<file path="src/rtl/countdown_timer.sv">
// countdown_timer
// Loadable down-counter/timer. A value is loaded into the reload register R
// and into Q. A start command arms the run. Q then decrements on every
// enabled cycle until the terminal event (Q==1 with en=1). That event raises
// a one-cycle done pulse. After it, the timer either stops at zero (one-shot)
// or reloads R and keeps running (periodic).
//
// Ports:
//   clk         rising-edge clock
//   rst_n       asynchronous active-low reset
//   load        capture load_val into R and Q, abort any run
//   load_val    value to load (WIDTH bits)
//   start       arm the countdown from IDLE (ignored when Q==0 or in RUN)
//   stop        abort a run, Q holds its value
//   en          count enable, effective only in RUN
//   reload_mode 1 = periodic auto-reload, 0 = one-shot
//   Q           current count (registered)
//   busy        high while in RUN (registered)
//   done        one-cycle terminal-count pulse (registered)
module countdown_timer #(
    parameter int WIDTH = 16
) (
    input  logic             clk,
    input  logic             rst_n,
    input  logic             load,
    input  logic [WIDTH-1:0] load_val,
    input  logic             start,
    input  logic             stop,
    input  logic             en,
    input  logic             reload_mode,
    output logic [WIDTH-1:0] Q,
    output logic             busy,
    output logic             done
);

    typedef enum logic {
        IDLE = 1'b0,
        RUN  = 1'b1
    } state_t;

    localparam logic [WIDTH-1:0] ONE = WIDTH'(1);

    state_t           state;
    logic [WIDTH-1:0] reload_val;

    // Command priority: load > stop > start/count. The outputs are updated
    // together with the state, so busy always matches the state after each edge.
    always_ff @(posedge clk or negedge rst_n) begin
        if (!rst_n) begin
            state      <= IDLE;
            Q          <= '0;
            reload_val <= '0;
            busy       <= 1'b0;
            done       <= 1'b0;
        end else begin
            // NOTE: this block uses only non-blocking assignments. Every register
            // then sees the values from before the edge, and the last assignment
            // wins. That is why the default below can be overridden later.
            done <= 1'b0;

            if (load) begin
                reload_val <= load_val;
                Q          <= load_val;
                state      <= IDLE;
                busy       <= 1'b0;
            end else if (stop) begin
                // In RUN, stop aborts the run and Q is held for a later resume.
                // In IDLE, stop simply outranks start.
                state <= IDLE;
                busy  <= 1'b0;
            end else begin
                case (state)
                    IDLE: begin
                        // A zero count cannot be armed: no run and no done.
                        if (start && (Q != '0)) begin
                            state <= RUN;
                            busy  <= 1'b1;
                        end
                    end
                    RUN: begin
                        if (en) begin
                            if (Q == ONE) begin
                                // Terminal event. Q is never 0 in RUN, so the
                                // count cannot underflow.
                                done <= 1'b1;
                                if (reload_mode) begin
                                    Q <= reload_val;
                                end else begin
                                    Q     <= '0;
                                    state <= IDLE;
                                    busy  <= 1'b0;
                                end
                            end else begin
                                Q <= Q - ONE;
                            end
                        end
                    end
                    default: begin
                        state <= IDLE;
                        busy  <= 1'b0;
                    end
                endcase
            end
        end
    end

endmodule

</file>
<file path="config.mk">
export PLATFORM = sky130hd
export DESIGN_NAME = countdown_timer
export DESIGN_NICKNAME = d
export VERILOG_FILES = /design/src/rtl/countdown_timer.sv
export SDC_FILE = /design/constraint.sdc
export NUM_CORES = 1
export LEC_CHECK = 0
export BUFFER_PORTS_ARGS = -buffer_cell sky130_fd_sc_hd__buf_2
export CAP_MARGIN = 10
export CELL_PAD_IN_SITES_DETAIL_PLACEMENT = 0
export CELL_PAD_IN_SITES_GLOBAL_PLACEMENT = 1
export CORE_MARGIN = 3
export CORE_UTILIZATION = 43
export CTS_BUF_LIST = sky130_fd_sc_hd__clkbuf_4
export CTS_CLUSTER_SIZE = 30
export DETAILED_ROUTE_END_ITERATION = 6
export GPL_TIMING_DRIVEN = 0
export PLACE_DENSITY_LB_ADDON = 0.05
export SYNTH_ARGS = -nofsm -noshare
export SYNTH_HDL_FRONTEND = slang
export SYNTH_SLANG_ARGS = --single-unit
</file>
<file path="constraint.sdc">
create_clock -name clk -period 3.1 [get_ports clk]
set_input_delay 0.62 -clock clk [delete_from_list [all_inputs] [get_ports clk]]
set_output_delay 0.62 -clock clk [all_outputs]
set_load 0.01 [all_outputs]
</file>
### Word-level counts from Yosys, hierarchy flattened

Index checks and enable logic that the tools add are counted.

* output and inout bits: 18
* bits of input ports: 23
* bits in registers: 35

* reduce and logical (&&, ||, !) cells: 6
* eq/ne operators: 6
* bitwise operators: 1
* mux-type cells: 25
* $add $sub $neg: 1

Operators by type and width (count)
* 2-to-1 mux 16 bit: 6
* 2-to-1 mux 1 bit: 17
* == test 16 x 1 -> 1 bit, second input constant: 1
* nonzero test 16 bit: 1
* subtractor 16 x 1 -> 16 bit, second input constant: 1
* inequality test 4 bit, second input constant: 3
* inequality test 4 x 3 -> 1 bit, second input constant: 1
* one-hot mux 1 bit (2 select lines): 2
* AND reduction 4 bit: 1
* nonzero test 2 bit: 2
* AND reduction 3 bit: 1
* inequality test 2 bit, second input constant: 1
* logical AND 1 bit: 1
* inverter 1 bit: 1

### Longest topological paths before layout

* depth after elaboration: 6
* mapped depth: 8
* mapped depth without buffers: 7

### Worst setup path before layout

OpenSTA, ideal clock, no wires.

* path kind: reg-to-reg
* from: reg Q[1]
* to: reg Q[12]
* required time: 2.976 ns
* arrival time: 2.152 ns
* stages on the path, launching flop included: 8
* slack: 0.824 ns
* path through: dfrtp_1 inv_1 ha_1 or4b_1 o41a_4 nand2_1 o41ai_1 a211o_1

* cells in the longest elaborated chain, start to end: 6
* elaborated cells on any way between the ends: 7
* classes of those cells: 1 x add/sub; 1 x eq/ne; 5 x mux

RTL lines
* start: declaration: RTL line 31 `output logic [WIDTH-1:0] Q,`
* start signal: assignment: RTL line 63 `Q <= load_val;`
* start signal: assignment: RTL line 87 `Q <= reload_val;`
* start signal: assignment: RTL line 94 `Q <= Q - ONE;`
* subtractor 16 x 1 -> 16 bit / == test 16 x 1 -> 1 bit (equally long branches): RTL line 94, 82
* 2-to-1 mux 16 bit (*): RTL line 82 `if (Q == ONE) begin`
* 2-to-1 mux 16 bit (*): RTL line 81 `if (en) begin`
* 2-to-1 mux 16 bit (*): RTL line 72 `case (state)`
* 2-to-1 mux 16 bit (*): RTL line 66 `end else if (stop) begin`
* 2-to-1 mux 16 bit (*): RTL line 61 `if (load) begin`

Every way passes the cells marked *; elsewhere a longest branch is shown, timed or not. The select of a mux whose other input is x is not followed.
A chain may end at the register's enable or synchronous reset.

### Final worst setup path

* from: reg Q[1]
* to: reg Q[14]

The elaborated chain is that of the path after synthesis.

==> impl_metrics.env <==
export IMPL_rsz0062_at_grt="no"
export IMPL_synth_flop_cell="dfrtp_1"
export IMPL_synth_async_reset_ratio_pct=100
export IMPL_cp_arrival_ps=2900
export IMPL_multi_input_area_sq_um=1070
export IMPL_r2r_start="Q[1]"
export IMPL_crit_fanout=7
export IMPL_power_density_nw_per_um2=433
export IMPL_grt_pass1_wl_um=8950
export IMPL_synthAdderAreaFrac_pct=1.83
export IMPL_power_w=0.00102
export IMPL_cts_tree="done"
export IMPL_cts_hold_buffers=0
export IMPL_drc=0
export IMPL_layout_common_cells="buf_2, dfrtp_1, nand2_1"
export IMPL_crit_chain="inv_1 > ha_1 > nor3b_1 > nand3_1 > or4_1 > a31oi_1 > o211ai_1"
export IMPL_place_congestion=0.755
export IMPL_synth_nets=242
export IMPL_synth_area_leaders="dfrtp_1, mux2_2, nand2_1"
export IMPL_ff_latch_area_sq_um=876
export IMPL_syn_area_sq_um=2050
export IMPL_clkSlewWorstSetupHoldPaths_ps=100
export IMPL_diodes=0
export IMPL_yosys_area_share_simple_pct=20.9
export IMPL_nFillCells=432
export IMPL_rrSetupSlack_ps=420
export IMPL_cts_setup_buffers=0
export IMPL_synth_seq_cells=35
export IMPL_cts_resized_gates=0
export IMPL_synth_top_area_cell="dfrtp_1"
export IMPL_worstSetupEndpoint="Q[14]"
export IMPL_max_slew_margin_pct=45.9
export IMPL_start_util_pct=45.9
export IMPL_cts_root_buf="clkbuf_4"
export IMPL_hold_viol_final=0
export IMPL_grt_max_degree=36
export IMPL_dpl_hpwl_um=3890
export IMPL_ir_worst_vdd_uv=264
export IMPL_yosys_area_top_type_share_pct=42.6
export IMPL_clk_latency_ps=340
export IMPL_synth_edf_count=0
export IMPL_critPathKind="reg2reg"
export IMPL_wirelength_um=5610
export IMPL_grt_usage_pct=21.6
export IMPL_clkSinkCount=35
export IMPL_drv_cap=0
export IMPL_placementRows=24
export IMPL_io_pins=41
export IMPL_antenna_found_initial=0
export IMPL_first_iter_violations=92
export IMPL_die_h_um=75.1
export IMPL_ant_nets=0
export IMPL_cp_end_kind="flip-flop"
export IMPL_avgSynthCellArea_sq_um=9.51
export IMPL_fin_setup_tns_ps=0
export IMPL_cp_data_required_time_ps=3320
export IMPL_cts_htree_levels=2
export IMPL_vias_per_cell=5.85
export IMPL_status="finished clean"
export IMPL_period_needed_ps=2680
export IMPL_overflow=0
export IMPL_p_leak_nw=1.04
export IMPL_final_setup_viol_count=0
export IMPL_ys_warnings_count=0
export IMPL_max_clock_freq_ghz=0.374
export IMPL_dieArea_sq_um=5640
export IMPL_period_share_pct=86.3
export IMPL_cts_inserted_buffers=5
export IMPL_clockBufferDepth=2
export IMPL_detail_route_wl_per_cell_um=17.9
export IMPL_critPathLaunch="Q[1]"
export IMPL_die_x_um=75.1
export IMPL_synth_compound_area_share_pct=22.6
export IMPL_synth_xor_area_share_pct=0
export IMPL_start_kind="flip-flop"
export IMPL_crit_slowest_cell="nor3b_1"
export IMPL_skew_ps=5.25
export IMPL_worstMarginPinSlew_ps=812
export IMPL_rr_endpoint="Q[14]"
export IMPL_via_count=1830
export IMPL_ys_seq_area_share_pct=42.6
export IMPL_max_stage_delay_ps=560
export IMPL_layout_commonest_cell="buf_2"
export IMPL_core_area_sq_um=4470
export IMPL_fin_nets=288
export IMPL_hp_class="in2async"
export IMPL_synth_top_family_by_area="compound AO/OA/AOI/OAI gates"
export IMPL_grt_pass1_vias=1739
export IMPL_layout_drive_gt1_share_pct=26.4
export IMPL_reg2regPathDepth=7
export IMPL_io_buffers=39
export IMPL_drt_pass1_iter_count=4
export IMPL_slew_viol_final=0
export IMPL_synth_cell_types=54
export IMPL_synthCells=216
export IMPL_area_growth_pct=14.9
export IMPL_synthMuxAreaShare_pct=6.94
critical path: cells and delay by family, from the launching register on:
kind / cells / cell delay (ps)
buffers and inverters: 1 / 190
adder cells (fa/ha/maj): 1 / 230
flip-flops: 1 / 480
AO/OA/AOI/OAI: 2 / 280
AND/OR/NAND/NOR: 3 / 1400
final cells by class:
type / instances / area share, %
Multi-Input combinational cell: 158 / 45.5
Sequential cell: 35 / 37.1
Timing Repair Buffer: 39 / 8.27
Buffer: 15 / 3.18
Tap cell: 52 / 2.76
Clock buffer: 6 / 1.91
Inverter: 8 / 1.27
through the flow:
step           hold slack, ps  util, %  instances  cell area [sq um]  setup WS [ps]
6_report                  361     52.7        313               2360            425
5_1_grt                   402     52.7        313               2360            299
4_1_cts                   382     52.7        313               2360            464
3_5_place_dp              456     51.7        307               2310            381
3_3_place_gp              451     51.7        307               2310            354
2_1_floorplan             324        -        216               2050            824
cell families after synthesis:
family          count (synthesis)
buf+inv                        23
compound gates                 63
simple gates                   79
fa+ha+maj                       3
mux                            13
flops                          35
worst min-delay path by stage:
stage | slack [ps] | start | end
2_1_floorplan | 320 | rst_n | Q[0]
3_3_place_gp | 450 | reload_val[2] | reload_val[2]
3_5_place_dp | 460 | reload_val[2] | reload_val[2]
4_1_cts | 380 | rst_n | reload_val[14]
5_1_grt | 400 | rst_n | reload_val[15]
6_report | 360 | rst_n | reload_val[15]
registers in the layout (all words and copies together) (netlist names):
| register | cells |
|---|---|
| state | 1 |
| reload_val | 16 |
| done | 1 |
| Q | 16 |
| busy | 1 |
synthesized netlist by cell type, types with 2 or more instances:
cell type  count
a31oi_1        8
and3_1         2
o21a_1         5
or4_1          3
a21o_1         2
dfrtp_1       35
mux2i_1        3
a21oi_1        6
buf_6          2
buf_2          3
o21ai_1        4
mux2_2        10
clkbuf_1       8
nor2_1        12
nand4_1        2
nand3_1        5
and2_1         2
nand3b_1       2
o22ai_1        6
nor3_1         6
o221ai_1       2
ha_1           3
buf_1          2
or3_1          5
nand2_1       27
o22a_1         2
o21ai_0        9
a22o_1         2
inv_1          8
nor4_1         5
o211ai_1       2
metal layers:
layer / share of wire, % / global-route usage [%]
met1: 48 / 29.1
met2: 45 / 34.4
met3: 4.7 / 4.54
met4: 1.6 / 7.31
met5: 0 / 0
report_power, final:
group	internal [W]	switching (W)	total, W
combinational	0.0000976	0.000136	0.000234
sequential	0.000503	0.0000478	0.000551
clock	0.0000895	0.000147	0.000237
total	0.000690	0.000331	0.00102
Power figures use the tool's default switching activity.
